## src/rtl/fwft_fifo_pkg.sv

```systemverilog
// rtl/fwft_fifo_pkg.sv - shared width helpers for the FWFT FIFO and its core
package fwft_fifo_pkg;

  localparam int DEF_DEPTH_WIDTH = 4;
  localparam int DEF_DATA_WIDTH  = 16;

  // One extra pointer bit separates full from empty
  function automatic int ptr_width(input int depth_width);
    return depth_width + 1;
  endfunction

  // Must hold 0..2^depth_width+1 (core plus output register)
  function automatic int count_width(input int depth_width);
    return depth_width + 2;
  endfunction

endpackage

```

## src/rtl/fifo_core.sv

```systemverilog
// rtl/fifo_core.sv - single-clock FIFO with registered read data
module fifo_core
  import fwft_fifo_pkg::*;
#(
  parameter int DEPTH_WIDTH = DEF_DEPTH_WIDTH,
  parameter int DATA_WIDTH  = DEF_DATA_WIDTH
) (
  input  logic                  clk,
  input  logic                  rst,
  input  logic [DATA_WIDTH-1:0] i_wr_data,
  input  logic                  i_wr_en,
  output logic                  o_full,
  input  logic                  i_rd_en,
  output logic [DATA_WIDTH-1:0] o_rd_data,
  output logic                  o_empty
);

  localparam int PW = ptr_width(DEPTH_WIDTH);

  logic [DATA_WIDTH-1:0] r_mem [2**DEPTH_WIDTH];
  logic [PW-1:0]         r_wptr;
  logic [PW-1:0]         r_rptr;
  logic [DATA_WIDTH-1:0] r_rdata;
  logic                  w_full;
  logic                  w_empty;
  logic                  w_wr;
  logic                  w_rd;

  assign w_full  = (r_wptr[DEPTH_WIDTH] != r_rptr[DEPTH_WIDTH]) &&
                   (r_wptr[DEPTH_WIDTH-1:0] == r_rptr[DEPTH_WIDTH-1:0]);
  assign w_empty = (r_wptr == r_rptr);
  assign w_wr    = i_wr_en & ~w_full;
  assign w_rd    = i_rd_en & ~w_empty;

  // RAM contents survive reset
  always_ff @(posedge clk) begin
    if (w_wr) r_mem[r_wptr[DEPTH_WIDTH-1:0]] <= i_wr_data;
  end

  always_ff @(posedge clk or negedge rst) begin
    if (!rst) begin
      r_wptr  <= '0;
      r_rptr  <= '0;
      r_rdata <= '0;
    end else begin
      if (w_wr) r_wptr <= r_wptr + 1'b1;
      if (w_rd) begin
        r_rptr  <= r_rptr + 1'b1;
        r_rdata <= r_mem[r_rptr[DEPTH_WIDTH-1:0]];
      end
    end
  end

  assign o_full    = w_full;
  assign o_empty   = w_empty;
  assign o_rd_data = r_rdata;

endmodule

```

## src/rtl/fwft_fifo.sv

```systemverilog
// rtl/fwft_fifo.sv - first-word-fall-through FIFO; optional count port under FWFT_FIFO_COUNT_EN
module fwft_fifo
  import fwft_fifo_pkg::*;
#(
  parameter int DEPTH_WIDTH = DEF_DEPTH_WIDTH,
  parameter int DATA_WIDTH  = DEF_DATA_WIDTH
) (
  input  logic                  clk,
  input  logic                  rst,
  input  logic [DATA_WIDTH-1:0] din,
  input  logic                  wr_en,
  output logic                  full,
  output logic [DATA_WIDTH-1:0] dout,
  input  logic                  rd_en,
  output logic                  empty
`ifdef FWFT_FIFO_COUNT_EN
  ,
  output logic [count_width(DEPTH_WIDTH)-1:0] count
`endif
);

  logic w_core_empty;
  logic w_rd_issue;
  logic r_dout_valid;

  // The core's registered read data doubles as the prefetch (output) register
  assign w_rd_issue = ~w_core_empty & (~r_dout_valid | rd_en);

  fifo_core #(
    .DEPTH_WIDTH(DEPTH_WIDTH),
    .DATA_WIDTH (DATA_WIDTH)
  ) u_core (
    .clk      (clk),
    .rst      (rst),
    .i_wr_data(din),
    .i_wr_en  (wr_en),
    .o_full   (full),
    .i_rd_en  (w_rd_issue),
    .o_rd_data(dout),
    .o_empty  (w_core_empty)
  );

  always_ff @(posedge clk or negedge rst) begin
    if (!rst) begin
      r_dout_valid <= 1'b0;
    end else if (w_rd_issue) begin
      r_dout_valid <= 1'b1;
    end else if (rd_en) begin
      r_dout_valid <= 1'b0;
    end
  end

  assign empty = ~r_dout_valid;

`ifdef FWFT_FIFO_COUNT_EN
  localparam int CW = count_width(DEPTH_WIDTH);

  logic          w_push;
  logic          w_pop;
  logic [CW-1:0] r_count;

  assign w_push = wr_en & ~full;
  assign w_pop  = rd_en & r_dout_valid;

  always_ff @(posedge clk or negedge rst) begin
    if (!rst) begin
      r_count <= '0;
    end else begin
      r_count <= r_count + CW'(w_push) - CW'(w_pop);
    end
  end

  assign count = r_count;
`endif

endmodule

```

## config.mk

```make
export PLATFORM = sky130hd
export DESIGN_NAME = fwft_fifo
export DESIGN_NICKNAME = d
export VERILOG_FILES = /design/src/rtl/fwft_fifo_pkg.sv /design/src/rtl/fifo_core.sv /design/src/rtl/fwft_fifo.sv
export SDC_FILE = /design/constraint.sdc
export NUM_CORES = 1
export LEC_CHECK = 0
export ABC_CLOCK_PERIOD_IN_PS = 2400
export BUFFER_PORTS_ARGS = -buffer_cell sky130_fd_sc_hd__buf_2
export CORE_UTILIZATION = 41
export DETAILED_ROUTE_END_ITERATION = 16
export PLACE_DENSITY_LB_ADDON = 0.3
export SLEW_MARGIN = 20
export SYNTH_ARGS = -nofsm -noshare
export SYNTH_HDL_FRONTEND = slang
export SYNTH_SLANG_ARGS = --single-unit
```

## constraint.sdc

```tcl
create_clock -name clk -period 2.4 [get_ports clk]
set_input_delay 0.48 -clock clk [delete_from_list [all_inputs] [get_ports clk]]
set_output_delay 0.48 -clock clk [all_outputs]
set_load 0.01 [all_outputs]
```

==> impl_metrics.toml, run 1 <==
[routing]
drt_iter0_markers = 338
drc = 0
firstDrtPassIters = 5
via_count = 5527
vias_per_cell = 5.58
wire_per_inst_um = 24.4
routed_wl_mm = 24.1
ant_nets = 0

[cts]
clk_pin_slew_ps = 60
cts_buffers = 28
clock_latency_ps = 530
cts-root-buf = "clkbuf_16"
htree_levels = 1
cts_sinks = 283
cts_buffer_depth = 3
cts_tree = "yes"
cts_setup_buffers = 0

[critical_path]
critPathCaptureType = "primary output"
worstSetupStartpointType = "flip-flop"
worstSetupPathType = "flip-flop to primary output"
worstRegToRegCells = 6
critPathArrivalTime_ps = 1790
r2r_end = "u_core.o_rd_data[12]$_DFFE_PN0P_"
rr_startpoint = "u_core.r_rptr[2]$_DFFE_PN0P_"
cp.required_ps = 1920
critPathMaxFanout = 9
r2r_setup_slack_ps = 200

[sta]
max_slew_margin_pct = 58.7
post-route-min-period_ps = 2270
timing.hold.ws_ps = 286
worst_pin_slew_ps = 619
finalMaxSlewViolations = 0
fin_tns_setup_ps = 0
hold_violations = 0
fin_crit_sh_pct = 94.7
max_freq_mhz = 440
setup_viol = 0
rsz0062_at_grt = "no"
worst_clock_skew_ps = 17.1

[floorplanning]
dieArea_um2 = 27900
die_h_um = 167
placementRows = 60
pin_count = 38
start_util_pct = 41.6
chipWidth_um = 167
core_area_um2 = 26800

[run]
maxCapViolations = 0

[worst_hold_path]
hold_path_class = "input pin to flip-flop"
hold-path-endpoint = "u_core.r_wptr[3]$_DFFE_PN0P_"
min_from = "wr_en"
whs_path_depth = 3

[power]
finalPower_mw = 15.3
power_switching_mw = 4.55
power.share.clock_pct = 26.3
combPwrFrac_pct = 31.7
powerDensity_nw_per_um2 = 1190
seqPwrFrac_pct = 42.1
swShare_pct = 29.9
static-leakage-power_nw = 4.47
p_int_mw = 10.7
ir_drop_v = 0.000495

[grt]
grt_max_degree = 54
grt_util_all_layers_pct = 17.6
gr-total-overflow = 0
grt_pass1_vias = 5729
antenna_found_initial = 2
grt_pass1_wl_mm = 36.1

[cells_and_area]
antenna-diode-count = 0
nNetsFinal = 652
layout_common_cells = "256 x edfxtp_1, 64 x mux2i_1, 37 x buf_2"
final_common_cell = "edfxtp_1"
drive_gt1_share_pct = 26.8
synthToLayoutAreaGrowth_pct = 14.8
final_util_pct = 47.8

[placement]
place_hpwl_mm = 14.1
io_buffers = 37
gp_congestion = 0.738

[yosys]
synth_warnings = 0
synthFlopType = "edfxtp_1"
seq_area_frac_synth_pct = 75.0
synth_edf_count = 256
yosys.area.top_type_share_pct = 68.9
synth_top_area_cell = "edfxtp_1"
async_reset_ff_share_pct = 9.54
syn_area_um2 = 11200
synth_cell_types = 31
syn-instance-count = 555
syn_avg_cell_area_um2 = 20.1
synth_fp_nets = 580
synth_area_leaders = "edfxtp_1 69%, dfrtp_1 6.1%, mux2i_1 5.7%"
ys_ff_latch = 283

[run_status]
status = "finished, final reports clean"
[cells in the mapped netlist, types with 3 or more instances]
| master | count |
|---|---|
| ha_1 | 5 |
| edfxtp_1 | 256 |
| buf_6 | 3 |
| o211ai_1 | 4 |
| dfrtp_1 | 27 |
| nor2_1 | 4 |
| and3_1 | 14 |
| a22oi_1 | 16 |
| clkbuf_1 | 14 |
| a221oi_1 | 16 |
| a22o_1 | 16 |
| buf_2 | 12 |
| inv_1 | 4 |
| xnor2_1 | 12 |
| mux4_1 | 5 |
| mux4_2 | 27 |
| mux2i_1 | 64 |
| mux2_2 | 32 |
| nor2b_1 | 6 |
[repair_timing]
item | in CTS | in global routing
endpoints found under the hold margin | 19 | 0
resized for setup | 0 | 1
endpoints found under the setup margin | 0 | 1
hold buffers | 1 | 0
[cells by family (layout without fill, tap and decap cells)]
logic type / count (synthesis) / in the layout / share of synthesized area (%)
muxes: 130 / 130 / 15.9
buffers and inverters: 37 / 131 / 1.76
DFF: 283 / 283 / 75.0
xor gates and xnor gates: 14 / 14 / 1.10
and+or+nand+nor: 30 / 30 / 1.56
AOI/OAI and AO/OA: 56 / 56 / 4.15
adders and majority gates: 5 / 5 / 0.561
[metal layers]
metal | track usage [%] | up-vias | share of wire (%)
met3 | 2.59 | 32 | 5.1
met1 | 24.7 | 2933 | 45
met4 | 4.55 | 4 | 1.5
li1 | - | 2414 | -
met5 | 0 | - | 0.13
met2 | 28.9 | 144 | 48
[final cells by class]
type	instances	area [um2]
Timing Repair Buffer	75	548
Clock buffer	37	756
Sequential cell	283	8370
Inverter	4	15.0
Clock inverter	15	86.3
Fill cell	2162	14000
Multi-Input combinational cell	235	2610
Tap cell	341	427
[power groups by stage]
stage	combinational (mW)	sequential (mW)	clock [mW]
after floorplan	3.39	6.43	0
after global placement	4.77	6.50	0
after detailed placement	4.86	6.52	0
after CTS	4.89	6.42	4.09
after global routing	5.20	6.48	4.25
final	4.83	6.42	4.01
[stage by stage]
| step | setup slack [ps] | cells | cell area, um2 |
|---|---|---|---|
| after floorplan | 103 | 555 | 11200 |
| after global placement | 251 | 937 | 12000 |
| after detailed placement | 219 | 937 | 12000 |
| after CTS | 47.2 | 990 | 12800 |
| after global routing | 9.17 | 990 | 12800 |
| final | 128 | 990 | 12800 |
[worst max-delay path by stage]
stage                                       from                               end  cells after the start
finish              u_core.r_rptr[1]$_DFFE_PN0P_                              full                      5
floorplan           u_core.r_wptr[3]$_DFFE_PN0P_     u_core.r_mem[11][0]$_DFFE_PP_                      5
CTS                 u_core.r_rptr[2]$_DFFE_PN0P_                              full                      5
detailed placement  u_core.r_rptr[2]$_DFFE_PN0P_  u_core.o_rd_data[12]$_DFFE_PN0P_                      6
global placement    u_core.r_rptr[2]$_DFFE_PN0P_  u_core.o_rd_data[12]$_DFFE_PN0P_                      6
global route        u_core.r_rptr[2]$_DFFE_PN0P_                              full                      5
[registers in the layout (all words and copies together) (netlist names)]
name / cells
u_core.o_rd_data: 16
u_core.r_mem: 256
u_core.r_wptr: 5
r_dout_valid: 1
u_core.r_rptr: 5
[critical path, stage by stage (launching register included)]
cell and delay, ps:
dfrtp_2 480, xnor2_1 180, nand4_1 160, buf_4 200, nor2_2 110, buf_2 140
Note: power is estimated with default switching activity, not from simulation.
==> inputs of run 2 (changes only) <==
--- a/config.mk
+++ b/config.mk
@@ -9,7 +9,7 @@
 export BUFFER_PORTS_ARGS = -buffer_cell sky130_fd_sc_hd__buf_2
 export CORE_UTILIZATION = 41
 export DETAILED_ROUTE_END_ITERATION = 16
-export PLACE_DENSITY_LB_ADDON = 0.3
+export PLACE_DENSITY = 0.61
 export SLEW_MARGIN = 20
 export SYNTH_ARGS = -nofsm -noshare
 export SYNTH_HDL_FRONTEND = slang
==> impl_metrics.toml, run 2 (same netlist as run 1, synthesis figures left out) <==
[run_status]
status = "finished, final reports clean"

[routing]
via_count = 5466
dr_wl_met3_mm = 1.35
routed_wl_mm = 24.2
wl_met2_mm = 12.1
vias_per_cell = 5.50
met1_length_mm = 10.2
firstDrtPassIters = 5
drt_iter0_markers = 441
ant_nets = 0
top_layer_used = "met5"
wire_per_inst_um = 24.3
drc = 0

[grt]
grt_util_all_layers_pct = 17.6
grt_pass1_wl_mm = 36.1
antenna_found_initial = 2
grt_pass1_vias = 5869
gr-total-overflow = 0
grt_max_degree = 81

[cells_and_area]
final_cells = 993
final_common_cell = "edfxtp_1"
layout_common_cells = "256 x edfxtp_1, 64 x mux2i_1, 37 x buf_2, 37 x buf_4, 32 x mux2_2"
fillers = 2141
drive_gt1_share_pct = 29.3
nNetsFinal = 655
largest_reg_flops = 256
synthToLayoutAreaGrowth_pct = 16.1
antenna-diode-count = 0

[worst_hold_path]
hold_path_class = "input pin to flip-flop"
whs_path_depth = 3

[critical_path]
crit_start = "u_core.r_rptr[2]$_DFFE_PN0P_"
r2r_setup_slack_ps = 120
critPathCaptureType = "flip-flop"
critPathArrivalTime_ps = 2490
cp_cell_sequence = "xnor2_1 -> nand4_1 -> o211ai_1 -> buf_4 -> nor2b_2 -> buf_4"
critPathMaxStageDelay_ps = 500
worstSetupPathType = "flip-flop to flip-flop"
rr_startpoint = "u_core.r_rptr[2]$_DFFE_PN0P_"
worstRegToRegCells = 6
r2r_end = "u_core.r_mem[7][13]$_DFFE_PP_"
slowest_stage = "dfrtp_4"
worstSetupStartpointType = "flip-flop"
critPathMaxFanout = 11
crit_end = "u_core.r_mem[7][13]$_DFFE_PP_"
cp.required_ps = 2620
cpMostUsedCell = "buf_4"

[floorplanning]
placementRows = 60
pin_count = 38
core_area_um2 = 26800
chipWidth_um = 167
dieArea_um2 = 27900
start_util_pct = 41.6
die_h_um = 167

[cts]
cts_buffer_depth = 3
cts_sinks = 283
cts_setup_buffers = 0
htree_levels = 1
cts_buffers = 28
cts_tree = "yes"
cts-root-buf = "clkbuf_16"
clock_latency_ps = 530
clk_pin_slew_ps = 60

[run]
maxCapViolations = 0

[sta]
setup_viol = 0
worst_slack_ps = 122
fin_crit_sh_pct = 94.9
max_slew_margin_pct = 54.1
worst_pin_slew_ps = 687
worst_clock_skew_ps = 7.52
finalMaxSlewViolations = 0
rsz0062_at_grt = "no"
max_freq_mhz = 439
fin_tns_setup_ps = 0
hold_violations = 0
post-route-min-period_ps = 2280

[placement]
dp_slack_ps = 85.2
place_hpwl_mm = 14.4
gp_congestion = 0.781
io_buffers = 37
dpl.cell_count = 940

[power]
finalPower_mw = 15.9
ir_drop_v = 0.000755
powerDensity_nw_per_um2 = 1230
static-leakage-power_nw = 4.57
## run 2: cell types whose count changed in the layout (fill, tap and decap cells not counted)
cell / before / now
nor2b_4: 0 / 1
nor2_1: 3 / 4
buf_16: 0 / 1
inv_8: 0 / 1
buf_6: 0 / 1
clkinv_1: 11 / 4
clkinvlp_4: 0 / 1
bufinv_16: 1 / 6
nor2b_2: 2 / 1
clkbuf_1: 8 / 0
nor2_2: 1 / 0
clkinv_2: 3 / 11
buf_4: 31 / 37
buf_12: 6 / 1
## run 2: where the power goes
group	leakage [nW]	internal [mW]	switching, mW	total, mW
combinational	1.45	2.30	2.57	4.87
sequential	2.62	6.09	0.283	6.37
clock	0.498	2.84	1.79	4.63
total	4.57	11.2	4.64	15.9
## run 2: metal layers
metal | up-vias | global-route usage [%]
li1 | 2424 | -
met1 | 2842 | 23.2
met2 | 154 | 30.1
met3 | 42 | 2.83
met4 | 4 | 5.15
met5 | - | 0
## run 2: worst min-delay path by stage
stage | startpoint | to | slack, ps
2_1_floorplan | rst | r_dout_valid$_DFFE_PN0P_ | 180
6_report | wr_en | u_core.r_wptr[3]$_DFFE_PN0P_ | 300
4_1_cts | wr_en | u_core.r_wptr[3]$_DFFE_PN0P_ | 280
3_5_place_dp | u_core.o_rd_data[7]$_DFFE_PN0P_ | u_core.o_rd_data[7]$_DFFE_PN0P_ | 490
5_1_grt | wr_en | u_core.r_wptr[3]$_DFFE_PN0P_ | 300
3_3_place_gp | u_core.o_rd_data[7]$_DFFE_PN0P_ | u_core.o_rd_data[7]$_DFFE_PN0P_ | 490
## run 2: stage by stage
step / cell area (um2) / util [%] / hold slack [ps]
2_1_floorplan: 11200 / - / 184
3_3_place_gp: 11900 / 44.5 / 488
3_5_place_dp: 11900 / 44.5 / 492
4_1_cts: 12900 / 48.3 / 281
5_1_grt: 12900 / 48.3 / 295
6_report: 12900 / 48.3 / 296
## run 2: layout make-up
class / instances / area (um2) / area share (%)
Timing Repair Buffer: 78 / 532 / 4.11
Clock buffer: 29 / 726 / 5.61
Clock inverter: 23 / 269 / 2.08
Tap cell: 341 / 427 / 3.30
Inverter: 4 / 15.0 / 0.116
Sequential cell: 283 / 8370 / 64.6
Multi-Input combinational cell: 235 / 2610 / 20.1
## run 2: what timing repair did
action | in CTS | in global routing
hold endpoints to repair | 18 | 0
endpoints found under the setup margin | 0 | 4
hold buffers | 1 | 0
gates resized for setup | 0 | 2
## run 2: worst max-delay path: cells and delay by family (launching register included)
family / cells / cell delay (ps)
AND/OR/NAND/NOR: 2 / 590
buffers and inverters: 2 / 540
flip-flops: 1 / 500
AO/OA/AOI/OAI: 1 / 180
XOR/XNOR: 1 / 140
==> inputs of run 3 (changes only) <==
--- a/config.mk
+++ b/config.mk
@@ -7,6 +7,7 @@
 export LEC_CHECK = 0
 export ABC_CLOCK_PERIOD_IN_PS = 2400
 export BUFFER_PORTS_ARGS = -buffer_cell sky130_fd_sc_hd__buf_2
+export CORE_ASPECT_RATIO = 1.25
 export CORE_UTILIZATION = 41
 export DETAILED_ROUTE_END_ITERATION = 16
 export PLACE_DENSITY = 0.61
==> impl_metrics.toml, run 3 (same netlist as run 1, synthesis figures left out) <==
[cells_and_area]
nNetsFinal = 652
synthToLayoutAreaGrowth_pct = 15.8
layout_common_cells = "256 x edfxtp_1, 64 x mux2i_1, 37 x buf_2"
fillers = 2143
drive_gt1_share_pct = 28.0
largest_reg_flops = 256
final_common_cell = "edfxtp_1"

[worst_hold_path]
min_from = "wr_en"
whs_path_depth = 3
hold_path_class = "input pin to flip-flop"
hold-path-endpoint = "u_core.r_wptr[3]$_DFFE_PN0P_"

[routing]
via_count = 5471
ant_nets = 0
vias_per_cell = 5.51
drc = 0
routed_wl_mm = 24.6
drt_iter0_markers = 346
firstDrtPassIters = 5
wire_per_inst_um = 24.7

[placement]
place_hpwl_mm = 13.9
gp_congestion = 0.803
io_buffers = 37

[critical_path]
r2r_setup_slack_ps = 140
critPathMaxStageDelay_ps = 500
cp.required_ps = 1920
cp_cell_sequence = "xnor2_1 -> nand4_1 -> buf_4 -> nor2_1 -> buf_2"
critical_path_buf_inv_count = 2
slowest_stage = "dfrtp_4"
path_depth = 5
critPathMaxFanout = 9
critPathCaptureType = "primary output"
cp_top_family = "flip-flops"
crit_start = "u_core.r_rptr[2]$_DFFE_PN0P_"
worstSetupPathType = "flip-flop to primary output"
critPathArrivalTime_ps = 1800
rr_startpoint = "u_core.r_rptr[2]$_DFFE_PN0P_"
worstRegToRegCells = 5
r2r_end = "u_core.o_rd_data[15]$_DFFE_PN0P_"
worstSetupStartpointType = "flip-flop"

[cts]
clock_latency_ps = 520
cts_buffers = 26
clk_pin_slew_ps = 60
cts_tree = "yes"
cts_setup_buffers = 0
cts_sinks = 283
cts_buffer_depth = 3
htree_levels = 1
cts-root-buf = "clkbuf_16"

[grt]
grt_max_degree = 89
antenna_found_initial = 1
grt_pass1_wl_mm = 36.7
grt_util_all_layers_pct = 18.2
grt_pass1_vias = 5869
gr-total-overflow = 0

[power]
powerDensity_nw_per_um2 = 1200
static-leakage-power_nw = 4.52
ir_drop_v = 0.000983
finalPower_mw = 15.5

[sta]
hold_violations = 0
max_slew_margin_pct = 26.3
rsz0062_at_grt = "no"
post-route-min-period_ps = 2280
worst_clock_skew_ps = 9.44
fin_crit_sh_pct = 95.0
setup_viol = 0
finalMaxSlewViolations = 0
max_freq_mhz = 439
fin_tns_setup_ps = 0
worst_pin_slew_ps = 1100

[floorplanning]
pin_count = 38
start_util_pct = 41.7
dieArea_um2 = 27900
placementRows = 67
core_area_um2 = 26700
die_h_um = 186
chipWidth_um = 150

[run_status]
status = "finished, final reports clean"

[run]
maxCapViolations = 0
run 3: layer usage:
| metal | GRT usage [%] | vias up | share of wire (%) |
|---|---|---|---|
| met4 | 6.51 | 0 | 3.1 |
| met3 | 2.27 | 45 | 5.3 |
| met2 | 30.6 | 145 | 50 |
| met1 | 24.2 | 2858 | 41 |
| met5 | 0 | - | 0 |
| li1 | - | 2423 | - |
run 3: how the worst max path moves through the flow:
stage | end
finish | full
global route | full
CTS | u_core.r_mem[13][7]$_DFFE_PP_
detailed placement | u_core.r_mem[13][14]$_DFFE_PP_
global placement | u_core.r_mem[13][2]$_DFFE_PP_
floorplan | u_core.r_mem[11][0]$_DFFE_PP_
run 3: report_power, final:
group	total [mW]	switching, mW	leakage [nW]	internal, mW
combinational	4.94	2.60	1.47	2.34
clock	4.16	1.69	0.429	2.48
sequential	6.37	0.280	2.62	6.09
total	15.5	4.57	4.52	10.9
run 3: worst min-delay path: stages:
cell      delay, ps
buf_2           130
o211ai_1        100
xnor2_1          70
run 3: final cells by class:
class / count / area, um2 / share of cell area, %
clock inverters: 15 / 170 / 1.32
repair buffers: 77 / 626 / 4.84
diodes: 2 / 5.00 / 0.0388
well taps: 345 / 432 / 3.34
flip-flops and latches: 283 / 8370 / 64.8
clock buffers: 32 / 694 / 5.38
inverters: 4 / 15.0 / 0.116
multi-input cells: 235 / 2600 / 20.2
run 3: timing repair:
action | in CTS | in global routing
endpoints found under the setup margin | 0 | 7
gates resized for setup | 0 | 1
hold buffers | 1 | 0
endpoints found under the hold margin | 7 | 0
run 3: through the flow:
step | worst slack, ps | std cells | utilization [%] | hold WS [ps] | instance area (um2)
CTS | 102 | 991 | 48.3 | 281 | 12900
global placement | 142 | 943 | 45.0 | 495 | 12000
finish | 120 | 993 | 48.3 | 296 | 12900
detailed placement | 119 | 943 | 45.0 | 494 | 12000
floorplan | 103 | 555 | - | 184 | 11200
global route | 2.75 | 991 | 48.3 | 318 | 12900
